==> config.mk <==
export PLATFORM = sky130hd
export DESIGN_NAME = async_ram_ctrl_flat
export DESIGN_NICKNAME = d
export VERILOG_FILES = /design/src/rtl/async_ram_ctrl_if.sv /design/src/rtl/async_ram_ctrl.sv /design/src/flat_wrapper.sv
export SDC_FILE = /design/constraint.sdc
export NUM_CORES = 1
export LEC_CHECK = 0
export ABC_AREA = 1
export BUFFER_PORTS_ARGS = -buffer_cell sky130_fd_sc_hd__buf_2
export CORE_AREA = 2 2 74 76
export DETAILED_ROUTE_END_ITERATION = 6
export DIE_AREA = 0 0 76 78
export GPL_TIMING_DRIVEN = 0
export PLACE_DENSITY_LB_ADDON = 0.2
export SYNTH_ARGS = -nofsm -noshare
export SYNTH_HDL_FRONTEND = slang
export SYNTH_SLANG_ARGS = --single-unit
==> constraint.sdc <==
create_clock -name i_clk -period 1.69 [get_ports i_clk]
set_input_delay 0.2535 -clock i_clk [delete_from_list [all_inputs] [get_ports i_clk]]
set_output_delay 0.2535 -clock i_clk [all_outputs]
set_load 0.02 [all_outputs]
==> src/rtl/async_ram_ctrl_if.sv <==
// async_ram_ctrl_if: command and RAM bus bundle for async_ram_ctrl.
//   Command side : i_req, i_we, i_addr, i_wdata -> o_ready, o_rdata, o_rvalid, o_wdone
//   RAM side     : o_ramAddress, o_ramWriteNEn, o_ramWriteData, o_ramNoe, i_ramReadData
// Modports:
//   slave  - the controller (consumes commands, drives the RAM pins)
//   master - the environment (CPU memory stage plus RAM/transmitter)
interface async_ram_ctrl_if;
    logic        i_req;
    logic        i_we;
    logic [15:0] i_addr;
    logic [15:0] i_wdata;
    logic        o_ready;
    logic [15:0] o_rdata;
    logic        o_rvalid;
    logic        o_wdone;
    logic [15:0] o_ramAddress;
    logic        o_ramWriteNEn;
    logic [15:0] o_ramWriteData;
    logic [15:0] i_ramReadData;
    logic        o_ramNoe;

    modport slave (
        input  i_req, i_we, i_addr, i_wdata, i_ramReadData,
        output o_ready, o_rdata, o_rvalid, o_wdone,
               o_ramAddress, o_ramWriteNEn, o_ramWriteData, o_ramNoe
    );

    modport master (
        output i_req, i_we, i_addr, i_wdata, i_ramReadData,
        input  o_ready, o_rdata, o_rvalid, o_wdone,
               o_ramAddress, o_ramWriteNEn, o_ramWriteData, o_ramNoe
    );
endinterface

==> src/rtl/async_ram_ctrl.sv <==
// async_ram_ctrl: synchronous initiator for an asynchronous 16x64K RAM.
// Turns req/ready commands into sequenced RAM cycles:
//   write: setup -> write-enable pulse -> hold, then o_wdone pulse
//   read : output enable low for READ_WAIT_CYCLES, then capture, o_rvalid pulse
// Ports:
//   i_clk   - clock, rising edge
//   i_reset - synchronous active-high reset
//   bus     - async_ram_ctrl_if.slave (command and RAM pins, all outputs registered)
// Optional feature: define ASYNC_RAM_CTRL_REQ_BUF_EN for a one-entry command
// buffer so a command can be accepted while a transaction is in progress.
module async_ram_ctrl #(
    parameter int SETUP_CYCLES       = 1,
    parameter int WRITE_PULSE_CYCLES = 1,
    parameter int HOLD_CYCLES        = 1,
    parameter int READ_WAIT_CYCLES   = 2
) (
    input  logic              i_clk,
    input  logic              i_reset,
    async_ram_ctrl_if.slave   bus
);

    if (SETUP_CYCLES < 1 || WRITE_PULSE_CYCLES < 1 ||
        HOLD_CYCLES < 1 || READ_WAIT_CYCLES < 1) begin : g_param_err
        $error("async_ram_ctrl: all cycle parameters must be >= 1");
    end

    localparam int MAX_A = (SETUP_CYCLES > WRITE_PULSE_CYCLES) ? SETUP_CYCLES : WRITE_PULSE_CYCLES;
    localparam int MAX_B = (HOLD_CYCLES > READ_WAIT_CYCLES) ? HOLD_CYCLES : READ_WAIT_CYCLES;
    localparam int MAX_P = (MAX_A > MAX_B) ? MAX_A : MAX_B;
    // Counter holds (cycles - 1), so MAX_P values need clog2(MAX_P) bits.
    localparam int CW    = (MAX_P > 1) ? $clog2(MAX_P) : 1;

    typedef enum logic [2:0] {IDLE, W_SETUP, W_PULSE, W_HOLD, R_WAIT} state_t;

    state_t        state_q, state_d;
    logic [CW-1:0] cnt_q, cnt_d;
    logic          ready_q, ready_d;
    logic [15:0]   rdata_q, rdata_d;
    logic          rvalid_q, rvalid_d;
    logic          wdone_q, wdone_d;
    logic [15:0]   addr_q, addr_d;
    logic          wen_q, wen_d;
    logic [15:0]   wdata_q, wdata_d;
    logic          noe_q, noe_d;

    logic          accept;
    logic          done;
    logic          st;
    logic          st_we;
    logic [15:0]   st_addr;
    logic [15:0]   st_wdata;

`ifdef ASYNC_RAM_CTRL_REQ_BUF_EN
    logic          buf_vld_q, buf_vld_d;
    logic          buf_we_q, buf_we_d;
    logic [15:0]   buf_addr_q, buf_addr_d;
    logic [15:0]   buf_wdata_q, buf_wdata_d;
`endif

    assign accept = bus.i_req && ready_q;

    always_comb begin
        state_d  = state_q;
        cnt_d    = cnt_q;
        rdata_d  = rdata_q;
        rvalid_d = 1'b0;
        wdone_d  = 1'b0;
        addr_d   = addr_q;
        wdata_d  = wdata_q;
        wen_d    = 1'b1;
        noe_d    = 1'b1;
        done     = 1'b0;
        st       = 1'b0;
        st_we    = bus.i_we;
        st_addr  = bus.i_addr;
        st_wdata = bus.i_wdata;
`ifdef ASYNC_RAM_CTRL_REQ_BUF_EN
        buf_vld_d   = buf_vld_q;
        buf_we_d    = buf_we_q;
        buf_addr_d  = buf_addr_q;
        buf_wdata_d = buf_wdata_q;
`endif

        // Sequencing of the active transaction
        case (state_q)
            W_SETUP: begin
                if (cnt_q == '0) begin
                    state_d = W_PULSE;
                    cnt_d   = CW'(WRITE_PULSE_CYCLES - 1);
                    wen_d   = 1'b0;
                end else begin
                    cnt_d = cnt_q - CW'(1);
                end
            end
            W_PULSE: begin
                if (cnt_q == '0) begin
                    state_d = W_HOLD;
                    cnt_d   = CW'(HOLD_CYCLES - 1);
                end else begin
                    cnt_d = cnt_q - CW'(1);
                    wen_d = 1'b0;
                end
            end
            W_HOLD: begin
                if (cnt_q == '0) begin
                    state_d = IDLE;
                    wdone_d = 1'b1;
                    done    = 1'b1;
                end else begin
                    cnt_d = cnt_q - CW'(1);
                end
            end
            R_WAIT: begin
                if (cnt_q == '0) begin
                    state_d  = IDLE;
                    rdata_d  = bus.i_ramReadData;
                    rvalid_d = 1'b1;
                    done     = 1'b1;
                end else begin
                    cnt_d = cnt_q - CW'(1);
                    noe_d = 1'b0;
                end
            end
            default: ;
        endcase

        // Command selection: a buffered command always goes before a new one
`ifdef ASYNC_RAM_CTRL_REQ_BUF_EN
        if (done && buf_vld_q) begin
            st        = 1'b1;
            st_we     = buf_we_q;
            st_addr   = buf_addr_q;
            st_wdata  = buf_wdata_q;
            buf_vld_d = 1'b0;
        end else if (accept && (state_q == IDLE || done)) begin
            st = 1'b1;
        end else if (accept) begin
            buf_vld_d   = 1'b1;
            buf_we_d    = bus.i_we;
            buf_addr_d  = bus.i_addr;
            buf_wdata_d = bus.i_wdata;
        end
`else
        if (accept && (state_q == IDLE || done)) begin
            st = 1'b1;
        end
`endif

        if (st) begin
            addr_d  = st_addr;
            wdata_d = st_wdata;
            if (st_we) begin
                state_d = W_SETUP;
                cnt_d   = CW'(SETUP_CYCLES - 1);
            end else begin
                state_d = R_WAIT;
                cnt_d   = CW'(READ_WAIT_CYCLES - 1);
                noe_d   = 1'b0;
            end
        end

`ifdef ASYNC_RAM_CTRL_REQ_BUF_EN
        ready_d = !buf_vld_d;
`else
        ready_d = (state_d == IDLE);
`endif
    end

    always_ff @(posedge i_clk) begin
        if (i_reset) begin
            state_q  <= IDLE;
            cnt_q    <= '0;
            ready_q  <= 1'b1;
            rdata_q  <= '0;
            rvalid_q <= 1'b0;
            wdone_q  <= 1'b0;
            addr_q   <= '0;
            wen_q    <= 1'b1;
            wdata_q  <= '0;
            noe_q    <= 1'b1;
        end else begin
            state_q  <= state_d;
            cnt_q    <= cnt_d;
            ready_q  <= ready_d;
            rdata_q  <= rdata_d;
            rvalid_q <= rvalid_d;
            wdone_q  <= wdone_d;
            addr_q   <= addr_d;
            wen_q    <= wen_d;
            wdata_q  <= wdata_d;
            noe_q    <= noe_d;
        end
    end

`ifdef ASYNC_RAM_CTRL_REQ_BUF_EN
    always_ff @(posedge i_clk) begin
        if (i_reset) begin
            buf_vld_q   <= 1'b0;
            buf_we_q    <= 1'b0;
            buf_addr_q  <= '0;
            buf_wdata_q <= '0;
        end else begin
            buf_vld_q   <= buf_vld_d;
            buf_we_q    <= buf_we_d;
            buf_addr_q  <= buf_addr_d;
            buf_wdata_q <= buf_wdata_d;
        end
    end
`endif

    assign bus.o_ready        = ready_q;
    assign bus.o_rdata        = rdata_q;
    assign bus.o_rvalid       = rvalid_q;
    assign bus.o_wdone        = wdone_q;
    assign bus.o_ramAddress   = addr_q;
    assign bus.o_ramWriteNEn  = wen_q;
    assign bus.o_ramWriteData = wdata_q;
    assign bus.o_ramNoe       = noe_q;

endmodule

==> src/flat_wrapper.sv <==
// flat-port wrapper written by rule: the top's interface ports become plain ports
module async_ram_ctrl_flat 
#(
    parameter int SETUP_CYCLES       = 1,
    parameter int WRITE_PULSE_CYCLES = 1,
    parameter int HOLD_CYCLES        = 1,
    parameter int READ_WAIT_CYCLES   = 2
)
  (i_clk, i_reset, bus_i_req, bus_i_we, bus_i_addr, bus_i_wdata, bus_i_ramReadData, bus_o_ready, bus_o_rdata, bus_o_rvalid, bus_o_wdone, bus_o_ramAddress, bus_o_ramWriteNEn, bus_o_ramWriteData, bus_o_ramNoe);
  async_ram_ctrl_if bus_i ();
  input  logic i_clk;
  input  logic i_reset;
  input wire logic [$bits(bus_i.i_req)-1:0] bus_i_req;
  input wire logic [$bits(bus_i.i_we)-1:0] bus_i_we;
  input wire logic [$bits(bus_i.i_addr)-1:0] bus_i_addr;
  input wire logic [$bits(bus_i.i_wdata)-1:0] bus_i_wdata;
  input wire logic [$bits(bus_i.i_ramReadData)-1:0] bus_i_ramReadData;
  output wire logic [$bits(bus_i.o_ready)-1:0] bus_o_ready;
  output wire logic [$bits(bus_i.o_rdata)-1:0] bus_o_rdata;
  output wire logic [$bits(bus_i.o_rvalid)-1:0] bus_o_rvalid;
  output wire logic [$bits(bus_i.o_wdone)-1:0] bus_o_wdone;
  output wire logic [$bits(bus_i.o_ramAddress)-1:0] bus_o_ramAddress;
  output wire logic [$bits(bus_i.o_ramWriteNEn)-1:0] bus_o_ramWriteNEn;
  output wire logic [$bits(bus_i.o_ramWriteData)-1:0] bus_o_ramWriteData;
  output wire logic [$bits(bus_i.o_ramNoe)-1:0] bus_o_ramNoe;
  assign bus_i.i_req = bus_i_req;
  assign bus_i.i_we = bus_i_we;
  assign bus_i.i_addr = bus_i_addr;
  assign bus_i.i_wdata = bus_i_wdata;
  assign bus_i.i_ramReadData = bus_i_ramReadData;
  assign bus_o_ready = bus_i.o_ready;
  assign bus_o_rdata = bus_i.o_rdata;
  assign bus_o_rvalid = bus_i.o_rvalid;
  assign bus_o_wdone = bus_i.o_wdone;
  assign bus_o_ramAddress = bus_i.o_ramAddress;
  assign bus_o_ramWriteNEn = bus_i.o_ramWriteNEn;
  assign bus_o_ramWriteData = bus_i.o_ramWriteData;
  assign bus_o_ramNoe = bus_i.o_ramNoe;
  async_ram_ctrl #(.SETUP_CYCLES(SETUP_CYCLES), .WRITE_PULSE_CYCLES(WRITE_PULSE_CYCLES), .HOLD_CYCLES(HOLD_CYCLES), .READ_WAIT_CYCLES(READ_WAIT_CYCLES)) u_core (.i_clk(i_clk), .i_reset(i_reset), .bus(bus_i));
endmodule
==> impl_metrics.tcl <==
set metrics [dict create \
    wire_per_inst_um 12.4 \
    design.final.nets 432 \
    total_length_of_routed_met3_wires_um 455 \
    initialDrtViolationCount 103 \
    slew_viol_final 0 \
    worst-setup-path-type "reg -> reg" \
    synth.distinct_cells 24 \
    synth_top_area_cells "dfxtp_1 (50%), nand3_1 (11%), a21oi_1 (9.2%)" \
    m1WireLength_um 2470 \
    area_growth_syn_to_layout_pct 38.6 \
    globalRoute.totalOverflow 0 \
    synth_fp_nets 318 \
    rows 26 \
    worst_setup_path_start_kind "flop" \
    cellPowerDensity_nw_per_um2 1400 \
    num-fill-cells 445 \
    min_period_ns 1.41 \
    preCtsSetupSlack_ns 0.225 \
    final-hold-violation-count 0 \
    max_cap_violations 0 \
    fmax_ghz 0.711 \
    antenna_cells 0 \
    floorplan.die_area_um2 5930 \
    port_buffers 103 \
    clock_skew_ns 0.00805 \
    first_pass_detailed_route_iteration_total 4 \
    clockBufferDepth 2 \
    hpwl_um 4060 \
    cellLeakagePower_nw 1.42 \
    core_area_um2 5040 \
    first_global_vias 2100 \
    synthesis.instances 266 \
    worst_slack_ns 0.285 \
    synth.avg_cell_area_um2 8.56 \
    gr-usage-all-layers 0.194 \
    htree_num_levels 3 \
    globalplace.congestion 0.760 \
    critPathArrivalTime_ns 1.60 \
    critical_path.endpoint_type "flop" \
    fin_worst_hold_slack_ns 0.188 \
    synth_seq_cells 57 \
    setup_viol 0 \
    cts_made_buffers 9 \
    peakVddDrop_uv 719 \
    worstPathRequired_ns 1.88 \
    top_layer "met4" \
    rsz0062_at_grt "no" \
    cts_hold_repair.buffers 0 \
    syn_area_um2 2280 \
    tightestPinTransition_ns 0.672 \
    via_per_inst 4.86 \
    clk_latency_ns 0.33 \
    cts_tree "yes" \
    chipWidth_um 76 \
    post-cts-setup-buffers 0 \
    hp-class "in -> reg" \
    maximum_number_of_pins_on_one_net_before_global_route_repair 11 \
    layout.cells.most_common_list "buf_2 (106), dfxtp_1 (57), nand3_1 (52)" \
    layout_cells_sized_above_1 0.413 \
    drc 0 \
    antenna_violations_before_repair 0 \
    netlist.top_cell.by_area "dfxtp_1" \
    grt_pass1_wl_um 9330 \
    routed_wire_length_um 5630 \
    die_h_um 78 \
    netlist.area_leader.share 0.501 \
    post_layout_utilization_of_the_core 0.626 \
    cts.root.buffer_cell "clkbuf_8" \
    status "finished clean" \
    setup_total_negative_slack_ns 0 \
    vias 2211 \
    synth_seq_area_share 0.501 \
    fin_total_pwr_mw 4.42 \
    yosys_warnings 0 \
    final_antenna_net_count 0 \
    ios 105 \
    max_slew_margin 0.552 \
    cts-resized-gates 0 \
    clock_sink_count 57 \
    floorplan.initialDensity 0.452 \
    wl_met2_um 2620 \
    period_share 0.832 \
    final_common_cell "buf_2" \
    clk_pin_slew_ns 0.07 \
    critical_path_peak_fanout 10 \
]
## synthesized netlist by cell type
master / count
a21oi_2: 9
nand4_4: 1
nand3_1: 52
buf_6: 7
a21oi_1: 42
inv_1: 3
inv_2: 3
nand2_4: 1
o21ai_4: 1
buf_1: 1
nand2_2: 9
clkinv_1: 1
clkbuf_1: 6
dfxtp_1: 57
buf_2: 3
nand2_8: 2
nor2_1: 7
nand3b_1: 1
o21ai_0: 4
o2111ai_1: 1
nor2_4: 2
buf_4: 2
nand2_1: 50
o21bai_1: 1
## layer usage
layer	up-vias	GRT usage
met3	7	0.0709
met2	85	0.306
met1	996	0.235
met5	-	0
li1	1123	-
met4	0	0.0982
## registers in the layout, summed over array words and instances, names as in the netlist, 3 cells and up
name                       cells
u_core.bus.o_rdata            16
u_core.bus.o_ramAddress       16
u_core.state_q                 3
u_core.bus.o_ramWriteData     16
## power by group
group	switching (mW)	internal (mW)	leakage (nW)	total, mW
logic	0.688	0.409	0.818	1.10
registers	0.0927	1.49	0.465	1.59
clock network	0.529	1.21	0.140	1.74
## stage by stage
step,std cells,instance area [um^2]
after floorplan,266,2280
after global placement,439,2880
after detailed placement,439,2880
after CTS,455,3160
after global routing,455,3160
final,455,3160
## layout make-up
cell class / count / area (um^2) / area share
buffer: 19 / 135 / 0.0428
clock buffer: 11 / 151 / 0.0480
clock inverter: 5 / 125 / 0.0396
inverter: 7 / 26.3 / 0.00832
multi-input combinational: 183 / 975 / 0.309
sequential: 57 / 1140 / 0.361
tap: 70 / 87.6 / 0.0277
timing repair buffer: 103 / 515 / 0.163
## worst max-delay path: stages, from the launching register on
cell	delay [ns]
dfxtp_1	0.38
nor2_4	0.18
inv_2	0.08
nor2_4	0.23
nand2_4	0.13
buf_6	0.16
nand2_1	0.06
a21oi_1	0.05
## cells by family (layout without fill, tap and decap cells)
group / count (synthesis) / count (layout) / synth area share
buffers and inverters: 26 / 145 / 0.0709
and+or+nand+nor: 125 / 125 / 0.278
AOI/OAI and AO/OA: 58 / 58 / 0.150
DFF: 57 / 57 / 0.501
## path summary, 6_finish.rpt
kind	cells past startpoint	slack (ns)	startpoint	endpoint
max	7	0.28	u_core.state_q[1]$_SDFF_PP0_	u_core.bus.o_rdata[1]$_SDFFE_PP0P_
min	3	0.19	bus_i_addr[11]	u_core.bus.o_ramAddress[11]$_SDFFE_PP0P_
max reg2reg	7	0.28	u_core.state_q[1]$_SDFF_PP0_	u_core.bus.o_rdata[1]$_SDFFE_PP0P_
min reg2reg	2	0.45	u_core.bus.o_rdata[0]$_SDFFE_PP0P_	u_core.bus.o_rdata[0]$_SDFFE_PP0P_
No activity file was read; power rests on OpenSTA's default activity.
